## config.mk

```make
export PLATFORM = sky130hd
export DESIGN_NAME = rect_addr_gen_flat
export DESIGN_NICKNAME = d
export VERILOG_FILES = /design/src/rtl/rect_addr_gen_if.sv /design/src/rtl/rect_addr_gen.sv /design/src/flat_wrapper.sv
export SDC_FILE = /design/constraint.sdc
export NUM_CORES = 1
export LEC_CHECK = 0
export CORE_AREA = 2 2 71 73
export CTS_CLUSTER_SIZE = 20
export DETAILED_ROUTE_END_ITERATION = 8
export DIE_AREA = 0 0 73 75
export GPL_TIMING_DRIVEN = 0
export PLACE_DENSITY_LB_ADDON = 0.15
export SYNTH_ARGS = -nofsm -noshare
export SYNTH_HDL_FRONTEND = slang
export SYNTH_SLANG_ARGS = --single-unit
```

## constraint.sdc

```tcl
create_clock -name clk -period 3.7 [get_ports clk]
set_input_delay 0.925 -clock clk [delete_from_list [all_inputs] [get_ports clk]]
set_output_delay 0.925 -clock clk [all_outputs]
set_load 0.005 [all_outputs]
```

## src/rtl/rect_addr_gen_if.sv

```systemverilog
// Start-request, ROM-address and response-beat signals between a requester and rect_addr_gen.
// The slave modport is the generator side; the master modport is the requester/ROM side.
interface rect_addr_gen_if #(
    parameter int W_ADDR = 14,
    parameter int W_CNT  = 8
);
    logic              start_valid;
    logic              start_ready;
    logic [W_ADDR-1:0] start_base;
    logic [W_CNT-1:0]  start_count;
    logic              addr_valid;
    logic              addr_ready;
    logic [W_ADDR-1:0] addr_data;
    logic              rsp_beat;

    modport master (
        output start_valid, start_base, start_count, addr_ready, rsp_beat,
        input  start_ready, addr_valid, addr_data
    );

    modport slave (
        input  start_valid, start_base, start_count, addr_ready, rsp_beat,
        output start_ready, addr_valid, addr_data
    );
endinterface

```

## src/rtl/rect_addr_gen.sv

```systemverilog
// Issues a run of consecutive ROM addresses (base + index, wrapping) while limiting
// how many addresses may be outstanding without a returned data beat.
module rect_addr_gen #(
    parameter int W_ADDR  = 14,
    parameter int W_CNT   = 8,
    parameter int MAX_OUT = 2
) (
    input  logic           clk,
    input  logic           rst,
    rect_addr_gen_if.slave bus,
    output logic           busy,
    output logic           done,
    output logic           err
);
    typedef enum logic [1:0] {IDLE, ISSUE, DRAIN, DONE} state_e;

    localparam logic [2:0] OUT_CAP = 3'(MAX_OUT);

    state_e            state_q, state_d;
    logic [W_ADDR-1:0] base_q, base_d;
    logic [W_CNT-1:0]  count_q, count_d;
    logic [W_CNT-1:0]  index_q, index_d;
    logic [2:0]        out_q, out_d;
    logic              err_q, err_d;

    logic start_ready;
    logic addr_valid;
    logic addr_hs;
    logic rsp_ok;

    always_ff @(posedge clk or posedge rst) begin
        if (rst) begin
            state_q <= IDLE;
            base_q  <= '0;
            count_q <= '0;
            index_q <= '0;
            out_q   <= '0;
            err_q   <= 1'b0;
        end else begin
            state_q <= state_d;
            base_q  <= base_d;
            count_q <= count_d;
            index_q <= index_d;
            out_q   <= out_d;
            err_q   <= err_d;
        end
    end

    always_comb begin
        state_d = state_q;
        base_d  = base_q;
        count_d = count_q;
        index_d = index_q;
        out_d   = out_q;
        err_d   = err_q;

        start_ready = (state_q == IDLE);
        addr_valid  = (state_q == ISSUE) && (out_q < OUT_CAP);
        addr_hs     = addr_valid && bus.addr_ready;
        rsp_ok      = bus.rsp_beat && (out_q != '0);

        if (bus.rsp_beat && (out_q == '0)) begin
            err_d = 1'b1;
        end

        case ({addr_hs, rsp_ok})
            2'b10:   out_d = out_q + 3'd1;
            2'b01:   out_d = out_q - 3'd1;
            default: out_d = out_q;
        endcase

        if (addr_hs) begin
            index_d = index_q + W_CNT'(1);
        end

        case (state_q)
            IDLE: begin
                if (bus.start_valid) begin
                    base_d  = bus.start_base;
                    count_d = bus.start_count;
                    index_d = '0;
                    out_d   = '0;
                    err_d   = 1'b0;
                    state_d = (bus.start_count == '0) ? DONE : ISSUE;
                end
            end
            ISSUE: begin
                if (addr_hs && (index_q == count_q - W_CNT'(1))) begin
                    state_d = DRAIN;
                end
            end
            DRAIN: begin
                // Exit on the edge that retires the last beat, not one cycle later.
                if (out_d == '0) begin
                    state_d = DONE;
                end
            end
            DONE: begin
                state_d = IDLE;
            end
            default: begin
                state_d = IDLE;
            end
        endcase
    end

    assign bus.start_ready = start_ready;
    assign bus.addr_valid  = addr_valid;
    assign bus.addr_data   = base_q + W_ADDR'(index_q);

    assign busy = (state_q != IDLE);
    assign done = (state_q == DONE);
    assign err  = err_q;
endmodule
```

## src/flat_wrapper.sv

```systemverilog
// flat-port wrapper written by rule: the top's interface ports become plain ports
module rect_addr_gen_flat 
#(
    parameter int W_ADDR  = 14,
    parameter int W_CNT   = 8,
    parameter int MAX_OUT = 2
)
  (clk, rst, busy, done, err, bus_start_valid, bus_start_base, bus_start_count, bus_addr_ready, bus_rsp_beat, bus_start_ready, bus_addr_valid, bus_addr_data);
  rect_addr_gen_if #(.W_ADDR(W_ADDR), .W_CNT(W_CNT)) bus_i ();
  input  logic clk;
  input  logic rst;
  output logic busy;
  output logic done;
  output logic err;
  input wire logic [$bits(bus_i.start_valid)-1:0] bus_start_valid;
  input wire logic [$bits(bus_i.start_base)-1:0] bus_start_base;
  input wire logic [$bits(bus_i.start_count)-1:0] bus_start_count;
  input wire logic [$bits(bus_i.addr_ready)-1:0] bus_addr_ready;
  input wire logic [$bits(bus_i.rsp_beat)-1:0] bus_rsp_beat;
  output wire logic [$bits(bus_i.start_ready)-1:0] bus_start_ready;
  output wire logic [$bits(bus_i.addr_valid)-1:0] bus_addr_valid;
  output wire logic [$bits(bus_i.addr_data)-1:0] bus_addr_data;
  assign bus_i.start_valid = bus_start_valid;
  assign bus_i.start_base = bus_start_base;
  assign bus_i.start_count = bus_start_count;
  assign bus_i.addr_ready = bus_addr_ready;
  assign bus_i.rsp_beat = bus_rsp_beat;
  assign bus_start_ready = bus_i.start_ready;
  assign bus_addr_valid = bus_i.addr_valid;
  assign bus_addr_data = bus_i.addr_data;
  rect_addr_gen #(.W_ADDR(W_ADDR), .W_CNT(W_CNT), .MAX_OUT(MAX_OUT)) u_core (.clk(clk), .rst(rst), .bus(bus_i), .busy(busy), .done(done), .err(err));
endmodule
```

==> impl_results.md, run 1 <==
- Die H: 75 um
- Die area: 0.00548 sq mm
- Final wirelength: 4.94 mm
- Slew HR: 49.9%
- Crit path launch: u_core.base_q[0]
- GR Util All Layers: roughly a fifth
- Final setup vio count: 0
- Pre-antenna DRT Iters: 4
- Sequential cell area: 905 sq um
- Worst Hold Class: flip-flop to flip-flop
- Post-synth top area cell: dfrtp_1
- Routed vias/inst: 5.10
- Most common library cells after synthesis: 67 x nand2_1, 36 x dfrtp_1, 17 x inv_1
- Clock Skew: 6.21 ps
- Fin. Hold Viols: 0
- Fin nets: 366
- Area of the multi-input gates: 0.00131 sq mm
- DP Cell Count: 363
- Status: finished clean
- Later-pin clock latency in the skew report: 280 ps
- Maxcap violations: 0
- Critical Path Fanout Max: 3
- Root Driver: clkbuf_8
- Routed met3 length: around 140 um
- Final Non-Filler Cells: approximately 380
- Vias: 1916
- Post-synthesis cell type count: 40
- Starting Density: 48.8%
- CTS buffer count: 5
- Synth Warn #: 0
- Xor/xnor share of the synthesized area: about a tenth
- Predominant post-synthesis flop cell: dfrtp_1
- Antenna cells: 0
- Placer Congestion: 0.827
- Power per cell area: 710 mW/mm^2
- Area share of the largest cell type after synthesis: 39.6%
- FMAX: 276 MHz
- Ys async rst share: 100%
- Largest net degree at the start of global routing: 37
- Post-DP HPWL: between 3 and 4 mm
- Routed length per instance: 13.1 um
- R2R Path Start: u_core.state_q[1]
- Design area: 0.00296 sq mm
- Final period utilization: 98.0%
- Simple-gate share of the synthesized area: around a quarter
- CTS H-Tree Depth: 2
- Critical path depth: 10
- Std cell rows: 25
- WL met1: 2.43 mm
- Seq/Total Area, Yosys: between 30% and 40%
- Worst slack at placement: -74.0 ps
- CP top delay family: compound AO/OA/AOI/OAI gates
- Antenna-violating nets left: 0
- Most numerous cell in the Yosys netlist: nand2_1
- # fillers: 396
- Slowest CP cell: clkdlybuf4s50_1
- Mux cell area share after synthesis: 0.881%
- Synth Area in Adders: roughly a tenth
- Antenna violations before repair: 0
- Metal2 WL: 2.33 mm
- Hold buffer count at CTS: 0
- Main combinational cell family by area after synthesis: simple AND/OR/NAND/NOR gates
- Die span in x: 73 um
- Ranking of synthesized cells by area: dfrtp_1 40%, nand2_1 11%, ha_1 8.3%, xor2_1 5.4%, xnor2_1 4.6%
- CP peak stage delay: 520 ps
- Worst Path Arrival: 2700 ps
- Post-Syn Area: 0.00227 sq mm
- DR iter-0 viols: slightly below 100
- Area post-placement: between 0.002 and 0.003 sq mm
- Worst R2R End: u_core.state_q[1]
- Cells after synthesis: approximately 260
- Core Box Area: approximately 0.0047 sq mm
- Number of synthesized flops with an enable pin: 0
- DRC: 0
- Data required, critical path: 2770 ps
- Slew @ Worst Pin: approximately 750 ps
- Pleak: about 1.4 nW
- Syn Area/Cell: 8.61 sq um
- Hold Startpoint: u_core.base_q[7]
- Hold WS: 486 ps
- Remaining Overflow, GRT: 0
- First-pass GRT wire length: 8.25 mm
- Top Layer Used: met4
- Complex-gate fraction of the synthesized area: 10.8%
- Clock transition at the registers of the reported paths: 60 ps
- Worst Setup Start Kind: flip-flop
- CTS sink count: 36
- Syn nets: 308
- Crit path capture type: output port
- Synthesized flop and latch total: 36
- IO Port Bufs: 45
- Vias in the first global route: 1846
- Worst Setup Path Type: flip-flop to output port
- TNS Setup: 0 ps
- Fin. max-slew vios: 0
- Clock Path Buffers: 2
- Syn-to-layout area delta: 30.3%
- CP endpoint: bus_addr_data[8]
- CP Cell Sequence: ha_1 > inv_1 > fa_2 > nor2b_2 > o21ai_2 > a21boi_2 > o211ai_1 > a21oi_1 > xor2_1 > clkdlybuf4s50_1
- Top Ports: 46
- Final worst slack: 74.8 ps
- Worst Reg-to-Reg Cells: 14
- CTS tree: built
- R2R setup slack: approximately 740 ps
- RSZ-0062 raised after global routing: true
- CP bufs+invs: 2
- Share of cells above drive strength 1: 9.01%
- Post-layout minimum cycle time: about 3600 ps
- Worst VDD drop: 407 uV
## cell usage in the layout, fill, tap and decap left out, types with 2 or more instances in the layout
cell	count
nand2_1	67
clkdlybuf4s50_1	43
dfrtp_1	33
inv_1	16
nor2_1	16
ha_1	15
xor2_1	14
xnor2_1	12
o21ai_0	11
a21oi_1	9
clkbuf_8	7
buf_4	6
nand2b_1	5
nand4_1	5
clkbuf_1	4
nor3_1	4
nor3b_1	4
nor2b_1	3
o211ai_1	3
a21o_1	3
and3_1	3
nor4_1	3
dfrtp_2	3
and2_1	2
nand3b_1	2
mux2i_1	2
or3_1	2
dlygate4sd2_1	2
## registers in the layout (all words and copies together), names as in the netlist
register,flops
u_core.base_q,14
u_core.state_q,2
u_core.count_q,8
u_core.index_q,8
u_core.out_q,3
u_core.err,1
## worst min-delay path by stage
stage,to,slack (ps),depth (start not counted)
2_1_floorplan,u_core.base_q[0],450,2
3_3_place_gp,u_core.base_q[7],460,2
3_5_place_dp,u_core.base_q[7],480,2
4_1_cts,u_core.base_q[7],490,2
5_1_grt,u_core.base_q[7],530,2
6_report,u_core.base_q[7],490,2
## final cells by class
class | count | share of cell area (%)
timing repair buffer | 51 | 16.6
sequential | 36 | 30.5
clock buffer | 7 | 3.25
tap | 54 | 2.28
inverter | 17 | 2.15
buffer | 6 | 0.803
multi-input combinational | 205 | 44.3
## per-layer routing
layer | up-vias | GRT usage [%]
li1 | 998 | -
met1 | 890 | 26.5
met2 | 26 | 32.3
met3 | 2 | 4.42
met4 | 0 | 6.17
met5 | - | 0
## what timing repair did
action                                  4_1_cts  5_1_grt
resized for setup                             9        5
pin swaps                                     5        5
endpoints found under the setup margin        6        6
setup buffers                                 3        3
## worst reg2reg max path: stages, from the launching register on
cell and delay (ps):
dfrtp_1 400, inv_1 100, ha_1 200, nor3b_1 230, and2_1 150, buf_2 210
inv_1 60, ha_1 220, fa_1 390, xnor2_1 160, nor2_1 70, xnor2_1 190
nor2b_1 80, nor3_2 210, mux2i_1 210
## cell families (layout without fill, tap and decap cells)
kind of cell,count (synthesis),count (layout)
and+or+nand+nor,122,122
buffers and inverters,23,81
adders and majority gates,17,17
muxes,2,2
AOI/OAI and AO/OA,38,38
xor gates and xnor gates,26,26
DFF,36,36
## metrics by stage
stage,util [%],total power (W)
final,63.5,0.00210
after global placement,59.9,0.00177
after detailed placement,59.9,0.00180
after global routing,63.5,0.00229
after floorplan,-,0.00137
after CTS,62.8,0.00211
## power by group
group | internal (W) | switching (W) | total, W
Clock | 0.000166 | 0.000131 | 0.000297
Combinational | 0.000578 | 0.000515 | 0.00109
Sequential | 0.000554 | 0.000159 | 0.000713
Total | 0.00130 | 0.000806 | 0.00210
No activity file was read; power rests on OpenSTA's default activity.
==> run 2: changes to the inputs <==
--- a/config.mk
+++ b/config.mk
@@ -9,7 +9,7 @@
 export CTS_CLUSTER_SIZE = 20
 export DETAILED_ROUTE_END_ITERATION = 8
 export DIE_AREA = 0 0 73 75
-export GPL_TIMING_DRIVEN = 0
+export GPL_TIMING_DRIVEN = 1
 export PLACE_DENSITY_LB_ADDON = 0.15
 export SYNTH_ARGS = -nofsm -noshare
 export SYNTH_HDL_FRONTEND = slang
==> run 2 against run 1 <==
Die area stayed put. Register-to-register slack improved by 120 ps. Fmax up 1.1%. Via count up 4.1%. Power is 3.4% higher.
==> impl_results.md, run 2 (synthesis gave the netlist of run 1 again) <==
- Status: finished clean
- CP Cell Sequence: buf_4 > ha_1 > a21o_1 > a21oi_2 > o211ai_1 > a31oi_2 > nand2b_1 > xnor2_1 > clkdlybuf4s50_1
- Pleak: 1.48 nW (+5.8%)
- Die span in x: 73 um (unchanged)
- RSZ-0062 raised after global routing: false
- Sequential cell area: 901 sq um (-0.41%)
- Most flop-heavy register: u_core.base_q
- Worst Path Arrival: 2660 ps (-40 ps)
- # fillers: 400 (+1.0%)
- Post-DP HPWL: 3.80 mm (+3.3%)
- Slew @ Worst Pin: 692 ps (-58.1 ps)
- Design area: 0.00300 sq mm (+1.4%)
- Core Box Area: 0.00466 sq mm (unchanged)
- CTS sink count: 36 (unchanged)
- Remaining Overflow, GRT: 0 (unchanged)
- Post-layout minimum cycle time: 3590 ps (-38.6 ps)
- Routed vias/inst: 5.26 (+3.2%)
- Vias: 1994 (+4.1%)
- Syn-to-layout area delta: 32.1%
- GR Util All Layers: 20.9% (+1.1 points)
- Root Driver: clkbuf_8
- Area of the multi-input gates: 0.00130 sq mm (-0.76%)
- Antenna-violating nets left: 0 (unchanged)
- Commonest non-fill, non-tap cell in the layout: nand2_1
- Seq pwr share: 32.5% (-1.4 points)
- Clock transition at the registers of the reported paths: 80 ps (+20 ps)
- Clock Path Buffers: 2 (unchanged)
- Power per cell area: 724 mW/mm^2 (+2.0%)
- Largest net degree at the start of global routing: 39 (+5.4%)
- Hold WS: 492 ps (+6.08 ps)
- Top Registers: u_core.base_q: 14 flops, u_core.count_q: 8 flops, u_core.index_q: 8 flops
- Final setup vio count: 0 (unchanged)
- Starting Density: 48.8% (unchanged)
- Final wirelength: 5.35 mm (+8.4%)
- Post-route total power: 0.00218 W (+3.4%)
- Fin nets: 368 (+0.55%)
- CTS H-Tree Depth: 2 (unchanged)
- Die area: 0.00548 sq mm (unchanged)
- Worst VDD drop: 393 uV (-3.4%)
- Crit path capture type: output port
- Fin. Hold Viols: 0 (unchanged)
- IO Port Bufs: 45 (unchanged)
- Sw frac: 38.3% (about the same)
- Vias in the first global route: 1958 (+6.1%)
- Max reg flops: 14 (unchanged)
- DRC: 0 (unchanged)
- Worst Setup Path Type: flip-flop to output port
- Clock Skew: 12.8 ps (+6.54 ps)
- Placer Congestion: 0.863 (+4.3%)
- Worst Hold Class: flip-flop to flip-flop
- Combinational power share: 51.8% (-0.2 points)
- Net Sw Power: 0.000833 W (+3.4%)
- Clk pwr share: 15.7% (+1.6 points)
- Internal power: 0.00134 W (+3.4%)
- Antenna violations before repair: 0 (unchanged)
- Most frequent cells in the layout: 67 x nand2_1, 40 x clkdlybuf4s50_1, 36 x dfrtp_1
- Area post-placement: 0.00281 sq mm (+0.76%)
- Std cell rows: 25 (unchanged)
- CTS tree: built
- Worst Setup Start Kind: flip-flop
- CP top delay family: compound AO/OA/AOI/OAI gates
- Pre-antenna DRT Iters: 4 (unchanged)
- FMAX: 279 MHz (+1.1%)
- TNS Setup: 0 ps (unchanged)
- Later-pin clock latency in the skew report: 300 ps (+20 ps)
- Top Ports: 46 (unchanged)
- CP peak stage delay: 520 ps (about the same)
- CTS buffer count: 5 (unchanged)
- Fin. max-slew vios: 0 (unchanged)
- First-pass GRT wire length: 8.81 mm (+6.9%)
- Slew HR: 53.8% (+3.8 points)
- Hold buffer count at CTS: 0 (unchanged)
- DR iter-0 viols: 114 (+18%)
- Slowest CP cell: clkdlybuf4s50_1
- Maxcap violations: 0 (unchanged)
- Share of cells above drive strength 1: 9.23% (+0.22 points)
- Final period utilization: 96.9% (-1.0 points)
- Data required, critical path: 2770 ps (about the same)
- Die H: 75 um (unchanged)
- CP bufs+invs: 2 (unchanged)
- Critical Path Fanout Max: 3 (unchanged)
- Routed length per instance: 14.1 um (+7.6%)
- Antenna cells: 0 (unchanged)
- DP Cell Count: 363 (unchanged)
- Final Non-Filler Cells: 379 (+0.80%)
[run 2: changes by cell type in the layout (fill, tap and decap cells not counted), sizes merged]
cell / change
bufinv: +1
dlymetal6s2s: +4
clkinv: +1
clkbuf: -4
clkdlybuf4s50: -3
dlygate4sd2: -2
buf: +6
[run 2: layer usage]
layer	track usage, %	share of wire (%)	up-vias
met5	0	0	-
met4	7.82	1.4	0
met3	3.61	3.2	7
met2	36.9	50	36
met1	25.6	45	948
li1	-	-	1003
[run 2: timing repair]
item	CTS	global route
pin swaps	4	8
buffers inserted	3	5
gates resized for setup	6	6
endpoints found under the setup margin	4	6
[run 2: power groups by stage]
stage	clock (W)	combinational (W)	sequential, W
final	0.000342	0.00113	0.000706
after global routing	0.000365	0.00127	0.000731
after CTS	0.000352	0.00113	0.000704
after detailed placement	0	0.00110	0.000716
after global placement	0	0.00107	0.000708
after floorplan	0	0.000689	0.000679
[run 2: path summary, 6_finish.rpt]
| kind | end | slack, ps | start | depth (start not counted) |
|---|---|---|---|---|
| setup / recovery | bus_addr_data[9] | 110 | u_core.index_q[1] | 9 |
| hold / removal | u_core.base_q[7] | 490 | u_core.base_q[7] | 2 |
| setup reg to reg | u_core.state_q[1] | 860 | u_core.state_q[1] | 13 |
| hold reg to reg | u_core.base_q[7] | 490 | u_core.base_q[7] | 2 |
| max in group asynchronous | u_core.state_q[0] | 2340 | rst | 3 |
| min in group asynchronous | u_core.base_q[6] | 1030 | rst | 3 |
[run 2: worst reg2reg max path, cell delays in order (launching register included)]
cell and delay [ps]:
dfrtp_1 400, inv_1 110, ha_1 210, nor3b_1 260, and2_1 200, inv_1 50
ha_1 210, fa_1 380, xnor2_1 170, nor2_1 70, xnor2_1 200, nor2b_1 90
nor3_2 220, mux2i_1 210
[run 2: layout make-up]
type | instances | share of cell area [%]
clock buffers | 6 | 2.42
clock inverters | 2 | 1.17
inverters | 17 | 2.13
multi-input cells | 205 | 43.4
repair buffers | 59 | 18.7
well taps | 54 | 2.25
flip-flops and latches | 36 | 30.0
[run 2: stage by stage]
stage / utilization [%] / setup WS [ps]
final: 64.4 / 113
after global routing: 64.4 / 2.07
after CTS: 63.5 / 48.3
after detailed placement: 60.3 / 134
after global placement: 60.3 / 216
after floorplan: - / 721
==> run 3: changes to the inputs <==
--- a/config.mk
+++ b/config.mk
@@ -5,10 +5,10 @@
 export SDC_FILE = /design/constraint.sdc
 export NUM_CORES = 1
 export LEC_CHECK = 0
-export CORE_AREA = 2 2 71 73
+export CORE_AREA = 2 2 79 81
 export CTS_CLUSTER_SIZE = 20
 export DETAILED_ROUTE_END_ITERATION = 8
-export DIE_AREA = 0 0 73 75
+export DIE_AREA = 0 0 81 83
 export GPL_TIMING_DRIVEN = 1
 export PLACE_DENSITY_LB_ADDON = 0.15
 export SYNTH_ARGS = -nofsm -noshare
==> constraint.sdc (replaced) <==
create_clock -name clk -period 3.5 [get_ports clk]
set_input_delay 0.875 -clock clk [delete_from_list [all_inputs] [get_ports clk]]
set_output_delay 0.875 -clock clk [all_outputs]
set_load 0.005 [all_outputs]
==> run 3 against run 2 <==
Utilization fell by 13 points. Non-clock buffer count shrank 3. Wire length shrank 3.4%. Count of clock-buffer cells in the layout rose by 2. Clock power fell by 11%. Combinational power barely moved. Critical endpoint is now bus_addr_data[12]. Final area is 0.58% lower. Largest power group unchanged.
==> impl_results.md, run 3 (synthesis gave the netlist of run 1 again) <==
- Hold depth: 2 (unchanged)
- Final setup vio count: 0 (unchanged)
- WL met1: 2.57 mm (+6.3%)
- TNS Setup: 0 ps (unchanged)
- DR iter-0 viols: 106 (-7.0%)
- CP bufs+invs: 3 (+1)
- Worst R2R End: u_core.state_q[1]
- Status: finished clean
- Antenna violations before repair: 0 (unchanged)
- Final period utilization: a little over nine tenths
- Slew HR: 53.1% (-0.69 points)
- Most frequent cells in the layout: 67 x nand2_1, 37 x clkdlybuf4s50_1, 36 x dfrtp_1
- Std cell rows: 28 (+12%)
- Later-pin clock latency in the skew report: 280 ps (-20 ps)
- Vias: 1966 (-1.4%)
- Die H: 83 um (+11%)
- Routed vias/inst: 4.95 (-5.9%)
- Top Ports: 46 (unchanged)
- Hold Startpoint: u_core.base_q[7]
- Final Core Density: 51.3% (-13 points)
- Pre-antenna DRT Iters: 4 (unchanged)
- Fin. max-slew vios: 0 (unchanged)
- Top Layer Used: met4
- CTS H-Tree Depth: 2 (unchanged)
- GR Util All Layers: 17.0% (-3.9 points)
- Final worst slack: 176 ps (+62.3 ps)
- Most flop-heavy register: u_core.base_q
- Worst Path Arrival: 2450 ps (-210 ps)
- DRC: 0 (unchanged)
- Slowest CP cell: dfrtp_1
- Worst Setup Start Kind: flip-flop
- Fin nets: 365 (-0.82%)
- CP Cell Sequence: ha_2 > inv_1 > fa_2 > nor2b_2 > o21ai_2 > a21boi_2 > o211ai_1 > buf_4 > a21oi_2 > xor2_1 > clkdlybuf4s15_1
- Core Box Area: 0.00582 sq mm (+25%)
- R2R Path Start: u_core.state_q[1]
- RSZ-0062 raised after global routing: false
- CP peak stage delay: 360 ps (-160 ps)
- Routed met3 length: 152 um (-10%)
- Slew @ Worst Pin: 702 ps (+10.4 ps)
- Hold buffer count at CTS: 0 (unchanged)
- Maxcap violations: 0 (unchanged)
- Root Driver: clkbuf_8
- WHS Endpoint: u_core.base_q[7]
- Clock transition at the registers of the reported paths: 70 ps (about the same)
- # fillers: 606 (+52%)
- R2R setup slack: 690 ps (-170 ps)
- Share of cells above drive strength 1: 9.32% (+0.086 points)
- Post-route total power: 0.00220 W (+0.92%)
- FMAX: 301 MHz
- CP top delay family: adder cells
- Remaining Overflow, GRT: 0 (unchanged)
- Antenna-violating nets left: 0 (unchanged)
- Placer Congestion: 0.808 (-6.3%)
- Post-layout minimum cycle time: between 3000 and 4000 ps
- IO Port Bufs: 45 (unchanged)
- Final wirelength: 5.17 mm (-3.4%)
- Clock Path Buffers: 2 (unchanged)
- Routed length per instance: 13.0 um (-7.8%)
- Worst Reg-to-Reg Cells: 13 (unchanged)
- First-pass GRT wire length: 9.05 mm (+2.7%)
- Crit path capture type: output port
- Clock Skew: 0.994 ps (-11.8 ps)
- Die span in x: 81 um (+11%)
- Starting Density: 39.1% (-9.7 points)
- Max reg flops: 14 (unchanged)
- Metal2 WL: 2.41 mm (-10%)
- Worst slack at placement: 54.1 ps (-80.1 ps)
- Data required, critical path: 2620 ps (-150 ps)
- Power per cell area: 735 mW/mm^2 (+1.5%)
- Fin. Hold Viols: 0 (unchanged)
- CTS buffer count: 5 (unchanged)
- Worst Hold Class: flip-flop to flip-flop
- Pleak: 1.43 nW (-3.3%)
- Syn-to-layout area delta: 31.3%
- Worst Setup Path Type: flip-flop to output port
- Vias in the first global route: 1923 (-1.8%)
- Antenna cells: 0 (unchanged)
- Commonest non-fill, non-tap cell in the layout: nand2_1
- Worst VDD drop: 354 uV (-9.9%)
- Top Registers: u_core.base_q: 14 flops, u_core.count_q: 8 flops, u_core.index_q: 8 flops
- Largest net degree at the start of global routing: 39 (unchanged)
- Post-DP HPWL: 3.74 mm (-1.6%)
- Critical Path Fanout Max: 3 (unchanged)
- CTS tree: built
- CTS sink count: 36 (unchanged)
- Die area: 0.00672 sq mm (+23%)
[run 3: cell types whose count changed in the layout (fill, tap and decap cells not counted), moves of 3 or more]
| cell | change |
|---|---|
| dlygate4sd2_1 | +5 |
| buf_4 | -3 |
| clkdlybuf4s50_1 | -3 |
| dlymetal6s2s_1 | -3 |
[run 3: cell type report]
| type | count | area, sq um | area share, % |
|---|---|---|---|
| inverters | 17 | 63.8 | 2.14 |
| multi-input cells | 205 | 1310 | 44.0 |
| repair buffers | 56 | 524 | 17.6 |
| flip-flops and latches | 36 | 901 | 30.2 |
| clock buffers | 8 | 90.1 | 3.02 |
| well taps | 75 | 93.8 | 3.14 |
[run 3: tightest hold or removal path, cell delays in order, from the launching register on]
cell and delay (ps):
dfrtp_1 360, nand2_1 50, nand2_1 50
[run 3: power by group]
part | internal [W] | switching, W
Sequential | 0.000583 | 0.000158
Clock | 0.000161 | 0.000145
Combinational | 0.000598 | 0.000551
Total | 0.00134 | 0.000854
[run 3: how the worst max path moves through the flow]
stage	from	endpoint	slack [ps]	depth (start not counted)
2_1_floorplan	u_core.index_q[0]	bus_addr_data[10]	570	9
3_3_place_gp	u_core.index_q[0]	bus_addr_data[10]	60	10
3_5_place_dp	u_core.index_q[0]	bus_addr_data[10]	50	10
4_1_cts	u_core.index_q[0]	bus_addr_data[10]	10	11
5_1_grt	u_core.index_q[0]	bus_addr_data[10]	20	11
6_report	u_core.index_q[0]	bus_addr_data[12]	180	11
[run 3: metrics by stage]
stage / std cells / instance area, sq um / hold WS (ps)
6_report: 397 / 2990 / 492
5_1_grt: 397 / 2990 / 523
4_1_cts: 397 / 2970 / 495
3_5_place_dp: 387 / 2860 / 470
3_3_place_gp: 387 / 2860 / 467
2_1_floorplan: 264 / 2270 / 450
[run 3: metal layers]
layer	GRT usage [%]	vias up
li1	-	1005
met1	24.2	929
met2	26.3	28
met3	3.59	4
met4	4.16	0
met5	0	-
[run 3: what timing repair did]
item                                   in CTS  in global routing
gates resized for setup                    10                 11
endpoints found under the hold margin       0                  0
setup buffers                               2                  0
gates cloned                                0                  0
pin swaps                                   5                  4
setup endpoints to repair                   7                  4
